$ cat config.mk
export PLATFORM = sky130hd
export DESIGN_NAME = pipe_perf_monitor_flat
export DESIGN_NICKNAME = d
export VERILOG_FILES = /design/src/rtl/pipe_perf_monitor_if.sv /design/src/rtl/pipe_perf_monitor.sv /design/src/flat_wrapper.sv
export SDC_FILE = /design/constraint.sdc
export NUM_CORES = 1
export LEC_CHECK = 0
export ABC_AREA = 1
export CORE_MARGIN = 4
export CORE_UTILIZATION = 50
export DETAILED_ROUTE_END_ITERATION = 10
export PLACE_DENSITY = 0.83
export SYNTH_ARGS = -nofsm -noshare
export SYNTH_HDL_FRONTEND = slang
export SYNTH_SLANG_ARGS = --single-unit
$ cat constraint.sdc
create_clock -name clk_i -period 1.9 [get_ports clk_i]
set_clock_uncertainty 0.05 [all_clocks]
set_input_delay 0.38 -clock clk_i [delete_from_list [all_inputs] [get_ports clk_i]]
set_output_delay 0.38 -clock clk_i [all_outputs]
set_load 0.02 [all_outputs]
$ cat src/rtl/pipe_perf_monitor_if.sv
// Bus bundle for pipe_perf_monitor: run control, event strobes and the indexed read port.
// The snapshot signals exist only when PERF_SNAPSHOT_EN is defined.
interface pipe_perf_monitor_if #(
    parameter int NUM_CH = 4,
    parameter int CNT_W  = 32,
    parameter int SEL_W  = 4
);
    logic              start_i;
    logic              freeze_i;
    logic              clear_i;
    logic [CNT_W-1:0]  limit_i;
    logic [NUM_CH-1:0] event_i;
    logic [SEL_W-1:0]  sel_i;
    logic [CNT_W-1:0]  rd_data_o;
    logic [CNT_W-1:0]  cycle_o;
    logic [NUM_CH-1:0] overflow_o;
    logic              running_o;
    logic              done_o;
`ifdef PERF_SNAPSHOT_EN
    logic              snap_i;
    logic              rd_shadow_i;
`endif

    modport master (
        output start_i, freeze_i, clear_i, limit_i, event_i, sel_i,
`ifdef PERF_SNAPSHOT_EN
        output snap_i, rd_shadow_i,
`endif
        input  rd_data_o, cycle_o, overflow_o, running_o, done_o
    );

    modport slave (
        input  start_i, freeze_i, clear_i, limit_i, event_i, sel_i,
`ifdef PERF_SNAPSHOT_EN
        input  snap_i, rd_shadow_i,
`endif
        output rd_data_o, cycle_o, overflow_o, running_o, done_o
    );
endinterface

$ cat src/rtl/pipe_perf_monitor.sv
// Pipeline performance counter bank: NUM_CH saturating event counters plus a run-cycle counter
// with a self-stop limit. Define PERF_SNAPSHOT_EN to add a shadow copy readable via rd_shadow_i.
//
// state     | meaning
// ----------+-------------------------------------------------
// ST_IDLE   | stopped, counters hold, waiting for start_i
// ST_RUN    | counting cycles and events every edge
// ST_FROZEN | paused by freeze_i, all state held
// ST_DONE   | cycle limit reached, held until clear_i/rst_i
module pipe_perf_monitor #(
    parameter int NUM_CH = 4,
    parameter int CNT_W  = 32,
    parameter int SEL_W  = 4
) (
    input logic             clk_i,
    input logic             rst_i,
    pipe_perf_monitor_if.slave bus
);
    typedef enum logic [1:0] {
        ST_IDLE   = 2'd0,
        ST_RUN    = 2'd1,
        ST_FROZEN = 2'd2,
        ST_DONE   = 2'd3
    } state_t;

    localparam logic [CNT_W-1:0] CNT_MAX = '1;

    state_t            state_q, state_d;
    logic              count_en;
    logic [CNT_W-1:0]  cnt_q [NUM_CH];
    logic [CNT_W-1:0]  cnt_d [NUM_CH];
    logic [CNT_W-1:0]  cycle_q, cycle_d, cycle_inc;
    logic [NUM_CH-1:0] ovf_q, ovf_d;
    logic [CNT_W-1:0]  rd_live;

    // Wrapping increment: a saturated cycle counter yields 0 here, so it can never hit a nonzero limit.
    assign cycle_inc = cycle_q + CNT_W'(1);

    always_ff @(posedge clk_i) begin
        if (rst_i) begin
            state_q <= ST_IDLE;
        end else begin
            state_q <= state_d;
        end
    end

    always_comb begin
        state_d  = state_q;
        count_en = 1'b0;
        if (bus.clear_i) begin
            state_d = ST_IDLE;
        end else begin
            case (state_q)
                ST_IDLE: begin
                    if (bus.start_i) state_d = ST_RUN;
                end
                ST_RUN: begin
                    if (!bus.start_i) begin
                        state_d = ST_IDLE;
                    end else if (bus.freeze_i) begin
                        state_d = ST_FROZEN;
                    end else begin
                        count_en = 1'b1;
                        if (bus.limit_i != '0 && cycle_inc == bus.limit_i) state_d = ST_DONE;
                    end
                end
                ST_FROZEN: begin
                    if (!bus.start_i)      state_d = ST_IDLE;
                    else if (!bus.freeze_i) state_d = ST_RUN;
                end
                ST_DONE: state_d = ST_DONE;
                default: state_d = ST_IDLE;
            endcase
        end
    end

    always_comb begin
        cycle_d = cycle_q;
        ovf_d   = ovf_q;
        for (int k = 0; k < NUM_CH; k++) cnt_d[k] = cnt_q[k];
        if (bus.clear_i) begin
            cycle_d = '0;
            ovf_d   = '0;
            for (int k = 0; k < NUM_CH; k++) cnt_d[k] = '0;
        end else if (count_en) begin
            if (cycle_q != CNT_MAX) cycle_d = cycle_inc;
            for (int k = 0; k < NUM_CH; k++) begin
                if (bus.event_i[k]) begin
                    if (cnt_q[k] == CNT_MAX) ovf_d[k] = 1'b1;
                    else                     cnt_d[k] = cnt_q[k] + CNT_W'(1);
                end
            end
        end
    end

    always_ff @(posedge clk_i) begin
        if (rst_i) begin
            cycle_q <= '0;
            ovf_q   <= '0;
            for (int k = 0; k < NUM_CH; k++) cnt_q[k] <= '0;
        end else begin
            cycle_q <= cycle_d;
            ovf_q   <= ovf_d;
            for (int k = 0; k < NUM_CH; k++) cnt_q[k] <= cnt_d[k];
        end
    end

    assign bus.overflow_o = ovf_q;
    assign bus.running_o  = (state_q == ST_RUN);
    assign bus.done_o     = (state_q == ST_DONE);

`ifdef PERF_SNAPSHOT_EN
    logic [CNT_W-1:0] shd_cnt_q [NUM_CH];
    logic [CNT_W-1:0] shd_cycle_q;
    logic [CNT_W-1:0] rd_shd;

    // The shadow captures this edge's post-update values so a snapshot matches what live reads show next.
    always_ff @(posedge clk_i) begin
        if (rst_i || bus.clear_i) begin
            shd_cycle_q <= '0;
            for (int k = 0; k < NUM_CH; k++) shd_cnt_q[k] <= '0;
        end else if (bus.snap_i) begin
            shd_cycle_q <= cycle_d;
            for (int k = 0; k < NUM_CH; k++) shd_cnt_q[k] <= cnt_d[k];
        end
    end

    always_comb begin
        rd_live = '0;
        rd_shd  = '0;
        for (int k = 0; k < NUM_CH; k++) begin
            if (bus.sel_i == SEL_W'(k)) begin
                rd_live = cnt_q[k];
                rd_shd  = shd_cnt_q[k];
            end
        end
    end

    assign bus.rd_data_o = bus.rd_shadow_i ? rd_shd : rd_live;
    assign bus.cycle_o   = bus.rd_shadow_i ? shd_cycle_q : cycle_q;
`else
    always_comb begin
        rd_live = '0;
        for (int k = 0; k < NUM_CH; k++) begin
            if (bus.sel_i == SEL_W'(k)) rd_live = cnt_q[k];
        end
    end

    assign bus.rd_data_o = rd_live;
    assign bus.cycle_o   = cycle_q;
`endif
endmodule

$ cat src/flat_wrapper.sv
// flat-port wrapper written by rule: the top's interface ports become plain ports
module pipe_perf_monitor_flat 
#(
    parameter int NUM_CH = 4,
    parameter int CNT_W  = 32,
    parameter int SEL_W  = 4
)
  (clk_i, rst_i, bus_start_i, bus_freeze_i, bus_clear_i, bus_limit_i, bus_event_i, bus_sel_i, bus_rd_data_o, bus_cycle_o, bus_overflow_o, bus_running_o, bus_done_o);
  pipe_perf_monitor_if #(.NUM_CH(NUM_CH), .CNT_W(CNT_W), .SEL_W(SEL_W)) bus_i ();
  input logic clk_i;
  input logic rst_i;
  input wire logic [$bits(bus_i.start_i)-1:0] bus_start_i;
  input wire logic [$bits(bus_i.freeze_i)-1:0] bus_freeze_i;
  input wire logic [$bits(bus_i.clear_i)-1:0] bus_clear_i;
  input wire logic [$bits(bus_i.limit_i)-1:0] bus_limit_i;
  input wire logic [$bits(bus_i.event_i)-1:0] bus_event_i;
  input wire logic [$bits(bus_i.sel_i)-1:0] bus_sel_i;
  output wire logic [$bits(bus_i.rd_data_o)-1:0] bus_rd_data_o;
  output wire logic [$bits(bus_i.cycle_o)-1:0] bus_cycle_o;
  output wire logic [$bits(bus_i.overflow_o)-1:0] bus_overflow_o;
  output wire logic [$bits(bus_i.running_o)-1:0] bus_running_o;
  output wire logic [$bits(bus_i.done_o)-1:0] bus_done_o;
  assign bus_i.start_i = bus_start_i;
  assign bus_i.freeze_i = bus_freeze_i;
  assign bus_i.clear_i = bus_clear_i;
  assign bus_i.limit_i = bus_limit_i;
  assign bus_i.event_i = bus_event_i;
  assign bus_i.sel_i = bus_sel_i;
  assign bus_rd_data_o = bus_i.rd_data_o;
  assign bus_cycle_o = bus_i.cycle_o;
  assign bus_overflow_o = bus_i.overflow_o;
  assign bus_running_o = bus_i.running_o;
  assign bus_done_o = bus_i.done_o;
  pipe_perf_monitor #(.NUM_CH(NUM_CH), .CNT_W(CNT_W), .SEL_W(SEL_W)) u_core (.clk_i(clk_i), .rst_i(rst_i), .bus(bus_i));
endmodule
==> impl_results.md, run 1 <==
- CTS Buf Count: 17
- GP Congestion: between 1 and 1.5
- Largest net degree at the start of global routing: 64
- GRT Total Usage: 0.768
- Status: did not finish
- Register area share after synthesis: 0.305
- H-Tree Depth: 4
- Async set-or-reset flop fraction in the synthesized netlist: 0
- Row count: 53
- Height of the die: 156 µm
- Starting density of the core: 0.513
- Crit. endpoint post-GRT repair: bus_rd_data_o[18]
- Yosys warns: 0
- Post-synth design cell area: around 11,000 µm²
- Primary FF master, synth: dfxtp_1
- Number of port buffers: 114
- Post-Synthesis Cells: between 1,500 and 2,000
- Mapped Nets: roughly 1,800
- Failed at: global routing (5_1_grt)
- Number of flops mapped to enable cells by yosys: 0
- Synth cell types: between 40 and 50
- Root buf cell: clkbuf_16
- Chip width: ~160 µm
- Gr ovfl total: 143
- Clock Sinks: 166
- Worst_ep kind: output port
- Max clock buf depth: 2
- Hpwl dp: 33,700 µm
- #FFs+latches synth: 166
- Synth Area per Inst: roughly 6.2 µm²
- Error msg: [ERROR GRT-0232] Routing congestion too high. Check the congestion heatmap in the GUI.
- Top Ports: approximately 120
==> cell usage after synthesis, drive strengths merged, types with 2 or more instances <==
cell,number,area (µm²)
o22ai,32,200
a211oi,5,37.5
a31oi,12,75.1
nor4,26,169
buf,14,67.6
o21ai,112,561
dfxtp,166,3320
a221o,6,60.1
nand3,112,576
clkbuf,30,113
ha,6,75.1
and2,2,12.5
a21oi,149,749
inv,251,945
nand4,37,238
xnor2,8,70.1
o21a,2,15.0
o31ai,2,15.0
nor3b,9,67.6
nor2,198,872
and3,2,12.5
nand2,452,1750
nand3b,6,45.0
nor3,81,432
xor2,37,324
==> metrics by stage <==
step	worst slack (ns)	cells	TNS [ns]	area [µm²]
after floorplan	-0.0573	1763	-0.942	11200
after global placement	-0.973	2485	-78.59	15500
after detailed placement	-0.992	2485	-94.95	15500
after CTS	-0.226	2564	-9.18	17500
==> metal layers <==
layer  track usage  overflow
met1         0.748         4
met2         0.932        80
met3         0.631         1
met4         0.809        58
met5         0.218         0
==> cell families after synthesis <==
kind of cell / count (synthesis) / share of synthesized area
compound gates: 322 / 0.159
xor+xnor: 47 / 0.0405
fa+ha+maj: 6 / 0.00690
buf+inv: 295 / 0.103
flops: 166 / 0.305
simple gates: 927 / 0.385
==> repair_timing <==
item,4_1_cts
buffers inserted,46
hold buffers,0
gates resized for setup,524
endpoints found under the hold margin,0
cloned,7
endpoints found under the setup margin,170
pin swaps,69
==> run 2, diff against run 1 <==
Settings changed: CORE_UTILIZATION 50 to 35, PLACE_DENSITY 0.83 to default, PLACE_DENSITY_LB_ADDON from default to 0.15.
Clock period 1.9 ns to 2.45 ns, I/O delays scaled along.
==> run 2 against run 1 <==
The flow now finishes without violations. Synthesized cell count unchanged. Synthesized area stayed put.
==> impl_results.md, run 2 <==
- Status: finished, final reports clean
- Chip width: 184 µm (+19%)
- Largest net degree at the start of global routing: 66
- Max stage delay on crit path: approximately 0.23 ns
- GP Congestion: 0.944 (-10%)
- Final hold violations: 0
- CTS tree: yes
- Leakage Power: 5.37 nW
- Max clock buf depth: 2 (unchanged)
- DIE AREA: around 34,000 µm²
- Post-route minimum period: roughly 2.4 ns
- Number of flops mapped to enable cells by yosys: 0 (unchanged)
- Fin nets: 2,066
- Filler cells: ~3,300
- Async set-or-reset flop fraction in the synthesized netlist: 0 (unchanged)
- #FFs+latches synth: 166 (unchanged)
- R2R depth: 15
- Post-synth design cell area: 10,900 µm² (unchanged)
- Cell chain of the critical path: dlygate4sd2_1, nor2_1, buf_4, nand3_4, clkbuf_16, o22ai_1, a21oi_1, o21ai_0, buf_2
- Share of the synthesized area in the top cell type: 0.305 (unchanged)
- Register area share after synthesis: 0.305 (unchanged)
- Post-DRT Antenna Nets: 0
- Clk_lat worst skew: roughly 0.44 ns
- First-pass GRT wire length: approximately 65,000 µm
- Worst slew pin tran: ~0.52 ns
- Synth cell types: 47 (unchanged)
- Via-per-instance ratio: ~5
- Number of port buffers: 114 (unchanged)
- Core Box Area: roughly 31,000 µm²
- GRT Total Usage: 0.244
- Slowest CP cell: dlygate4sd2_1
- Starting density of the core: 0.355 (-0.158)
- Layout cells sized above 1: 0.153
- Drt pass-1 iters: 6
- Buf/Inv on CP: 4
- Clk slew on worst S/H paths: roughly 0.060 ns
- DR WL/cell: roughly 17 µm
- Worst Path Required: 1.91 ns
- P&R area growth vs syn: 32.1%
- Power Density: slightly above 400 nW/µm²
- WL final: 41,900 µm
- Hold path depth: 2
- Height of the die: 184 µm (+19%)
- Row count: 64 (+21%)
- Top delay family on crit path: buffers and inverters
- Pwr Total: just under 6 mW
- Final worst-path cycle share: 0.987
- DRC viols: 0
- Critical Path Stages: 9
- Hold crit path type: register to register
- Hold_buf cts: 0 (unchanged)
- Mapped Nets: 1,814 (unchanged)
- Commonest cells after routing, fill and taps aside: nand2_1 (436), inv_1 (243), nor2_1 (174)
- Register ranked first by flip-flop count: u_core.cnt_q
- H-Tree Depth: 4 (unchanged)
- Post-route design area: 14,400 µm²
- Clock Sinks: 166 (unchanged)
- Most common cell after layout, fill and taps aside: nand2_1
- Ant. Diodes: 0
- Peak supply drop: roughly 0.48 mV
- Root buf cell: clkbuf_16
- Most common cell in the netlist: nand2_1
- Top cells by count, synth: nand2_1 (437), inv_1 (244), nor2_1 (181)
- Vias in the first global route: between 10,000 and 15,000
- Crit path DAT: 1.88 ns
- Top Ports: 115 (unchanged)
- Max-cap violations: 0
- CP endpoint kind: output port
- Gr ovfl total: 0
- CP max FO: 8
- Setup crit start kind: primary input
- Synth area leader: dfxtp_1
- Initial antenna violation count: 0
- Kind of critical path: primary input to output port
- Yosys warns: 0 (unchanged)
- CTS Buf Count: 17 (unchanged)
- Max reg flops: roughly 130
- DP Area: 13,600 µm² (-12%)
- Synth Area per Inst: 6.17 µm² (unchanged)
- Max-slew violations: 0
- Worst slew margin: 0.652
- Post-Synthesis Cells: 1,763 (unchanged)
- Setup-failing EPs final: 0
- Primary FF master, synth: dfxtp_1
- Vias: 12,500
- Hpwl dp: 33,600 µm (-0.23%)
- RSZ-0062 raised after global routing: yes
- DR iter-0 viols: approximately 840
- Max Freq: 414 MHz
- Synth area leaders: dfxtp_1 (31%), nand2_1 (15%), inv_1 (8.4%)
[run 2: path summary, 6_finish.rpt]
check	slack, ns	to	from
setup / recovery	0.03	bus_rd_data_o[30]	bus_sel_i[2]
hold / removal	0.43	u_core.bus.overflow_o[0]	u_core.bus.overflow_o[0]
setup reg to reg	0.16	u_core.state_q[1]	u_core.bus.cycle_o[16]
hold reg to reg	0.43	u_core.bus.overflow_o[0]	u_core.bus.overflow_o[0]
[run 2: cell type report]
type                    instances  area (µm²)  area share
multi-input cells            1302        6580       0.458
clock buffers                  19         453      0.0315
well taps                     396         495      0.0345
flip-flops and latches        166        3330       0.232
repair buffers                277        2420       0.169
clock inverters                10         145      0.0101
inverters                     251         945      0.0657
[run 2: power breakdown]
part	internal (mW)	switching (mW)
combinational	0.167	0.193
clock	1.65	1.16
sequential	2.70	0.00561
total	4.52	1.36
[run 2: kinds of logic (layout without fill, tap and decap cells)]
family,count (synthesis),after routing,share of synthesized area
flip-flops,166,166,0.305
AO/OA/AOI/OAI,322,322,0.159
adder cells (fa/ha/maj),6,6,0.00690
XOR/XNOR,47,47,0.0405
buffers and inverters,295,557,0.103
AND/OR/NAND/NOR,927,927,0.385
[run 2: routing by layer]
layer / wire length, µm / vias to the layer above / part of all wire / global-route usage
met1: 18200 / 5738 / 0.44 / 0.311
li1: - / 6302 / - / -
met5: 0 / - / 0 / 0
met4: 2190 / 0 / 0.052 / 0.111
met2: 19300 / 351 / 0.46 / 0.407
met3: 2160 / 74 / 0.052 / 0.0361
[run 2: through the flow]
stage / setup WS [ns] / util / TNS, ns / hold WS, ns / instances
global placement: -0.704 / 0.444 / -22.84 / 0.402 / 2387
detailed placement: -0.678 / 0.444 / -24.07 / 0.416 / 2387
finish: 0.0320 / 0.469 / 0 / 0.435 / 2421
floorplan: 0.0153 / - / 0 / 0.393 / 1763
global route: -0.0754 / 0.469 / -0.0754 / 0.461 / 2421
CTS: 0.000158 / 0.463 / 0 / 0.432 / 2419
[run 2: what timing repair did]
item                                    CTS  global route
hold endpoints to repair                  0             0
pin swaps                                 0             3
gates resized for setup                 180            57
endpoints found under the setup margin   33            39
setup buffers                             0             1
cloned                                    3             1
[run 2: worst reg2reg max path, cell delays in order, from the launching register on]
cell and delay, ns:
dfxtp_1 0.43, nand2_1 0.12, nor2_1 0.18, buf_4 0.16, nand2_1 0.05, nor2_1 0.21
nand3_1 0.14, nand3_1 0.10, nand2_1 0.08, nor2_1 0.10, nand2_1 0.07, nor2_1 0.13
nand3_2 0.13, nand2_1 0.11, nand3_2 0.07, a21oi_2 0.11
No activity file was read; power rests on OpenSTA's default activity.
==> run 3, diff against run 2 <==
--- a/config.mk
+++ b/config.mk
@@ -9,5 +9,7 @@
 export CORE_MARGIN = 4
 export CORE_UTILIZATION = 35
+export CTS_BUF_LIST = sky130_fd_sc_hd__clkbuf_8 sky130_fd_sc_hd__clkbuf_16
 export DETAILED_ROUTE_END_ITERATION = 10
+export GPL_ROUTABILITY_DRIVEN = 0
 export PLACE_DENSITY_LB_ADDON = 0.15
 export SYNTH_ARGS = -nofsm -noshare
--- a/constraint.sdc
+++ b/constraint.sdc
@@ -3,3 +3,3 @@
 set_input_delay 0.49 -clock clk_i [delete_from_list [all_inputs] [get_ports clk_i]]
 set_output_delay 0.49 -clock clk_i [all_outputs]
-set_load 0.02 [all_outputs]
+set_load 0.005 [all_outputs]
==> run 3 against run 2 <==
Sequential share of layout area rose by 0.17 points. Sequential power barely moved. Final area fell by 0.67%. Combinational power barely moved.
==> impl_results.md, run 3 (same netlist as run 2, synthesis figures left out) <==
- Root buf cell: clkbuf_16
- Max reg flops: 128 (unchanged)
- Worst Path Required: 1.91 ns (about the same)
- Number of port buffers: 114 (unchanged)
- Row count: 64 (unchanged)
- Gr ovfl total: 0 (unchanged)
- CP max FO: 16 (+8)
- Final worst setup slack: 0.0288 ns (-0.00326 ns)
- Core Box Area: 30,700 µm² (unchanged)
- Post-route minimum period: 2.42 ns (+0.00326 ns)
- Post-route design area: 14,300 µm² (-0.67%)
- Top delay family on crit path: buffers and inverters
- Register ranked first by flip-flop count: u_core.cnt_q
- Max-cap violations: 0 (unchanged)
- Max Freq: 413 MHz (-0.13%)
- Top Ports: 115 (unchanged)
- Max clock buf depth: 2 (unchanged)
- Final hold violations: 0 (unchanged)
- CTS Buf Count: 17 (unchanged)
- Power Density: 408 nW/µm² (-0.27%)
- R2R depth: 17 (+2)
- Placed cells: 2,376 (-0.46%)
- DIE AREA: 34,000 µm² (unchanged)
- Vias: 12,500 (+0.19%)
- Setup-failing EPs final: 0 (unchanged)
- Setup crit end: bus_rd_data_o[3]
- Buf/Inv on CP: 4 (unchanged)
- Setup TNS: 0 ns (unchanged)
- Status: finished, final reports clean
- Clk slew on worst S/H paths: 0.06 ns (about the same)
- Kind of critical path: primary input to output port
- RSZ-0062 raised after global routing: yes
- FF-to-FF setup slack: 0.17 ns (about the same)
- Setup crit start kind: primary input
- RR Startpoint: u_core.bus.cycle_o[0]
- Worst slew pin tran: 0.513 ns (-0.00427 ns)
- Hold crit path type: register to register
- Most common cell after layout, fill and taps aside: nand2_1
- Commonest cells after routing, fill and taps aside: nand2_1 (437), inv_1 (240), nor2_1 (175)
- Pwr Total: 5.83 mW (-0.94%)
- Hpwl dp: 32,800 µm (-2.5%)
- CTS tree: yes
- Leakage Power: 5.34 nW (-0.69%)
- Via-per-instance ratio: 5.17 (+0.40%)
- DR WL/cell: 17.2 µm (-0.74%)
- FF-to-FF End: u_core.state_q[1]
- Ant. Diodes: 0 (unchanged)
- Peak supply drop: 0.498 mV (+3.2%)
- CP endpoint kind: output port
- Pre-CTS WS: -0.568 ns (+0.111 ns)
- WL final: 41,500 µm (-0.94%)
- First-pass GRT wire length: 64,500 µm (-0.28%)
- Starting density of the core: 0.355 (unchanged)
- GRT Total Usage: 0.242 (-0.00186)
- Height of the die: 184 µm (unchanged)
- DRC viols: 0 (unchanged)
- Final worst-path cycle share: 0.988 (+0.00133)
- DP Area: 13,500 µm² (-0.79%)
- Fin nets: 2,060 (-0.29%)
- Initial antenna violation count: 0 (unchanged)
- WHS: 0.417 ns (-0.0179 ns)
- Vias in the first global route: 11,800 (+0.43%)
- CP startpoint: bus_sel_i[3]
- Layout cells sized above 1: 0.151 (-0.00160)
- Chip width: 184 µm (unchanged)
- Hold_buf cts: 0 (unchanged)
- Drt pass-1 iters: 6 (unchanged)
- Fin util: 0.466 (-0.00314)
- Non-Filler Instances: 2,416 (-0.21%)
- Critical Path Stages: 9 (unchanged)
- P&R area growth vs syn: 31.2%
- H-Tree Depth: 4 (unchanged)
- Largest net degree at the start of global routing: 59 (-11%)
- Worst slew margin: 0.655 (+0.00287)
- Slowest CP cell: dlygate4sd2_1
- Crit path DAT: 1.88 ns (about the same)
- Max-slew violations: 0 (unchanged)
- Cell chain of the critical path: dlygate4sd2_1, nor2_4, buf_4, nand3_4, buf_16, o22ai_1, a21oi_1, o21ai_0, buf_2
- Clock Sinks: 166 (unchanged)
- Max stage delay on crit path: 0.26 ns (+0.03 ns)
- Clk_lat worst skew: 0.45 ns (about the same)
- Post-DRT Antenna Nets: 0 (unchanged)
- DR iter-0 viols: 912 (+8.2%)
run 3: power breakdown:
part / switching (mW) / leakage [nW] / internal (mW) / total [mW]
Clock: 1.21 / 0.277 / 1.55 / 2.76
Sequential: 0.00572 / 1.34 / 2.70 / 2.71
Combinational: 0.192 / 3.72 / 0.167 / 0.360
run 3: what timing repair did:
item                                    CTS  global route
endpoints found under the setup margin   33            27
resized for setup                       162            27
gates cloned                              5             0
pin swaps                                 7             7
buffers inserted                          2             4
run 3: worst register-to-register path, delay by kind of cell (launching register included):
kind            cells  cell delay (ns)
simple gates       14             1.41
flops               1             0.38
fa+ha+maj           1             0.17
compound gates      1             0.11
buf+inv             1             0.09
run 3: layer usage:
layer / track usage / wire length (µm)
met3: 0.0412 / 2450
met5: 0 / 0
met2: 0.387 / 18600
met1: 0.313 / 18200
met4: 0.126 / 2190
run 3: worst min-delay path by stage:
stage	startpoint	depth (start not counted)	endpoint	slack (ns)
finish	u_core.bus.overflow_o[1]	2	u_core.bus.overflow_o[1]	0.42
detailed placement	u_core.bus.overflow_o[1]	2	u_core.bus.overflow_o[1]	0.41
CTS	u_core.bus.overflow_o[1]	2	u_core.bus.overflow_o[1]	0.43
global route	u_core.bus.overflow_o[2]	2	u_core.bus.overflow_o[2]	0.44
floorplan	u_core.cnt_q[1][22]	1	u_core.cnt_q[1][22]	0.39
global placement	u_core.bus.overflow_o[2]	2	u_core.bus.overflow_o[2]	0.40
run 3: layout make-up:
cell class                 instances  area (µm²)
clock buffer                      19         453
fill                            3262       16400
multi-input combinational       1302        6590
tap                              396         495
clock inverter                    11         128
inverter                         251         945
timing repair buffer             271        2340
sequential                       166        3340
==> run 4, diff against run 3 <==
Settings changed: CORE_UTILIZATION 35 to 40.
==> run 4 against run 3 <==
Via count rose by 0.98%. Largest cell class unchanged. Worst setup slack improved by 0.019 ns. Sequential power barely moved. Final cell count fell by 3.1%. Non-clock buffer count fell by 25. Critical endpoint is now bus_rd_data_o[0]. Flip-flop and latch count did not move. Maximum frequency rose by 0.80%. Global-route usage rose by 1.6 points. Register-to-register slack barely moved. Utilization rose by 5.9 points. Power fell by 2.7%.
==> impl_results.md, run 4 (same netlist as run 2, synthesis figures left out) <==
- Crit path DAT: 1.86 ns (-0.02 ns)
- Hold path depth: 2 (unchanged)
- Largest net degree at the start of global routing: 60 (+1.7%)
- Commonest cells after routing, fill and taps aside: nand2_1 (434), inv_1 (238), nor2_1 (170)
- P_sw: 1.45 mW (+2.9%)
- Seq pwr share: 0.477 (+0.013)
- Clock Power Share: 0.461 (-0.013)
- DR WL/cell: 17.2 µm (about the same)
- GRT Total Usage: 0.258 (+0.0156)
- Slowest CP cell: nor2_4
- DIE AREA: 29,900 µm² (-12%)
- Pwr Total: 5.67 mW (-2.7%)
- Post-route minimum period: 2.40 ns (-0.0192 ns)
- Clk_lat worst skew: 0.43 ns (-0.02 ns)
- Starting density of the core: 0.405 (+0.0501)
- Cell chain of the critical path: clkdlybuf4s15_1, nor2_4, inv_2, nor3_4, buf_12, clkinvlp_4, buf_8, o21ai_2, buf_2
- Root buf cell: clkbuf_16
- Top Ports: 115 (unchanged)
- First-pass GRT wire length: 62,100 µm (-3.7%)
- Max-slew violations: 0 (unchanged)
- Setup-failing EPs final: 0 (unchanged)
- Sw Share: 0.256 (+0.0141)
- Number of port buffers: 114 (unchanged)
- H-Tree Depth: 4 (unchanged)
- Max stage delay on crit path: 0.21 ns (-0.05 ns)
- Leakage Power: 5.29 nW (-0.80%)
- Status: finished, final reports clean
- Ant. Diodes: 0 (unchanged)
- CP endpoint kind: output port
- Worst slew pin tran: 0.501 ns (-0.0120 ns)
- Final worst-path cycle share: 0.980 (-0.00783)
- Max Freq: 416 MHz (+0.80%)
- Clk slew on worst S/H paths: 0.06 ns (about the same)
- Via-per-instance ratio: 5.39 (+4.3%)
- Height of the die: 173 µm (-6.2%)
- Final hold violations: 0 (unchanged)
- Layout cells sized above 1: 0.145 (-0.00691)
- Max clock buf depth: 2 (unchanged)
- Peak supply drop: 0.400 mV (-20%)
- DR iter-0 viols: 1,123 (+23%)
- Max reg flops: 128 (unchanged)
- Clock Sinks: 166 (unchanged)
- Comb pwr share: 0.062 (about the same)
- WL final: 40,200 µm (-3.2%)
- Hold_buf cts: 0 (unchanged)
- Power Density: 402 nW/µm² (-1.5%)
- R2R depth: 16 (-1)
- Kind of critical path: primary input to output port
- DRC viols: 0 (unchanged)
- Fin util: 0.525 (+0.0593)
- Fin nets: 2,037 (-1.1%)
- Filler cells: 2,725 (-16%)
- Gr ovfl total: 0 (unchanged)
- Core Box Area: 26,900 µm² (-12%)
- Vias: 12,600 (+0.98%)
- Vias in the first global route: 11,600 (-1.4%)
- Register ranked first by flip-flop count: u_core.cnt_q
- Hpwl dp: 31,200 µm (-4.9%)
- Cell internal pwr: 4.22 mW (-4.5%)
- Post-DRT Antenna Nets: 0 (unchanged)
- Row count: 60 (-6.3%)
- Worst slew margin: 0.663 (+0.00809)
- Max-cap violations: 0 (unchanged)
- P&R area growth vs syn: 29.6%
- Hold crit path type: register to register
- Worst Path Required: 1.91 ns (about the same)
- Setup crit start kind: primary input
- CTS Buf Count: 17 (unchanged)
- Most common cell after layout, fill and taps aside: nand2_1
- CP max FO: 5 (-11)
- CTS tree: yes
- Initial antenna violation count: 0 (unchanged)
- Chip width: 173 µm (-6.2%)
- Setup TNS: 0 ns (unchanged)
- Drt pass-1 iters: 5 (-1)
==> run 4: cell count changes in the layout (fill, tap and decap cells not counted), sizes merged <==
cell,before,now
buf,188,147
dlygate4sd2,3,13
clkbuf,19,23
inv,252,256
bufinv,2,0
bufbuf,0,1
clkinv,5,6
clkinvlp,3,4
nor2,198,199
==> run 4: worst max-delay path: cells and delay by family <==
family,cells,cell delay [ns]
compound gates,1,0.13
buf+inv,6,0.87
simple gates,2,0.38
==> run 4: final cells by class <==
class / count / area [µm²] / share of cell area
Multi-Input combinational cell: 1303 / 6620 / 0.469
Sequential cell: 166 / 3340 / 0.237
Timing Repair Buffer: 246 / 2210 / 0.157
Inverter: 251 / 947 / 0.0671
Clock buffer: 18 / 439 / 0.0311
Tap cell: 341 / 427 / 0.0302
Clock inverter: 14 / 120 / 0.00851
Timing Repair inverter: 1 / 7.51 / 0.000532
==> run 4: routing by layer <==
layer / up-vias / global-route usage / part of all wire
met2: 519 / 0.429 / 0.46
met5: - / 0 / 0
met4: 0 / 0.136 / 0.056
li1: 6263 / - / -
met3: 88 / 0.0310 / 0.064
met1: 5742 / 0.328 / 0.42
==> run 4: path summary, 6_finish.rpt <==
| check | slack (ns) | startpoint | to |
|---|---|---|---|
| worst max-delay path | 0.05 | bus_sel_i[2] | bus_rd_data_o[0] |
| worst max register to register | 0.18 | u_core.bus.cycle_o[14] | u_core.state_q[1] |
| worst min-delay path | 0.42 | u_core.bus.overflow_o[1] | u_core.bus.overflow_o[1] |
| worst min register to register | 0.42 | u_core.bus.overflow_o[1] | u_core.bus.overflow_o[1] |
==> run 4: repair_timing <==
action,4_1_cts,5_1_grt
setup buffers,3,3
pin swaps,7,8
gates resized for setup,118,56
setup endpoints to repair,32,68
endpoints found under the hold margin,0,0
cloned,3,3
==> run 4: per-stage QoR <==
stage | std cells | worst slack [ns] | cell area (µm²) | hold WS [ns]
after floorplan | 1763 | 0.323 | 10900 | 0.393
after global placement | 2297 | -0.561 | 13300 | 0.400
after detailed placement | 2297 | -0.564 | 13300 | 0.422
after CTS | 2334 | 0.00391 | 13900 | 0.437
after global routing | 2340 | -0.0136 | 14100 | 0.458
final | 2340 | 0.0480 | 14100 | 0.425
==> run 4: power by group through the flow <==
stage	registers (mW)	clock network (mW)	logic, mW
floorplan	2.77	0	0.146
global placement	2.77	0	0.319
detailed placement	2.77	0	0.322
CTS	2.71	2.66	0.340
global route	2.71	2.76	0.380
finish	2.71	2.61	0.351
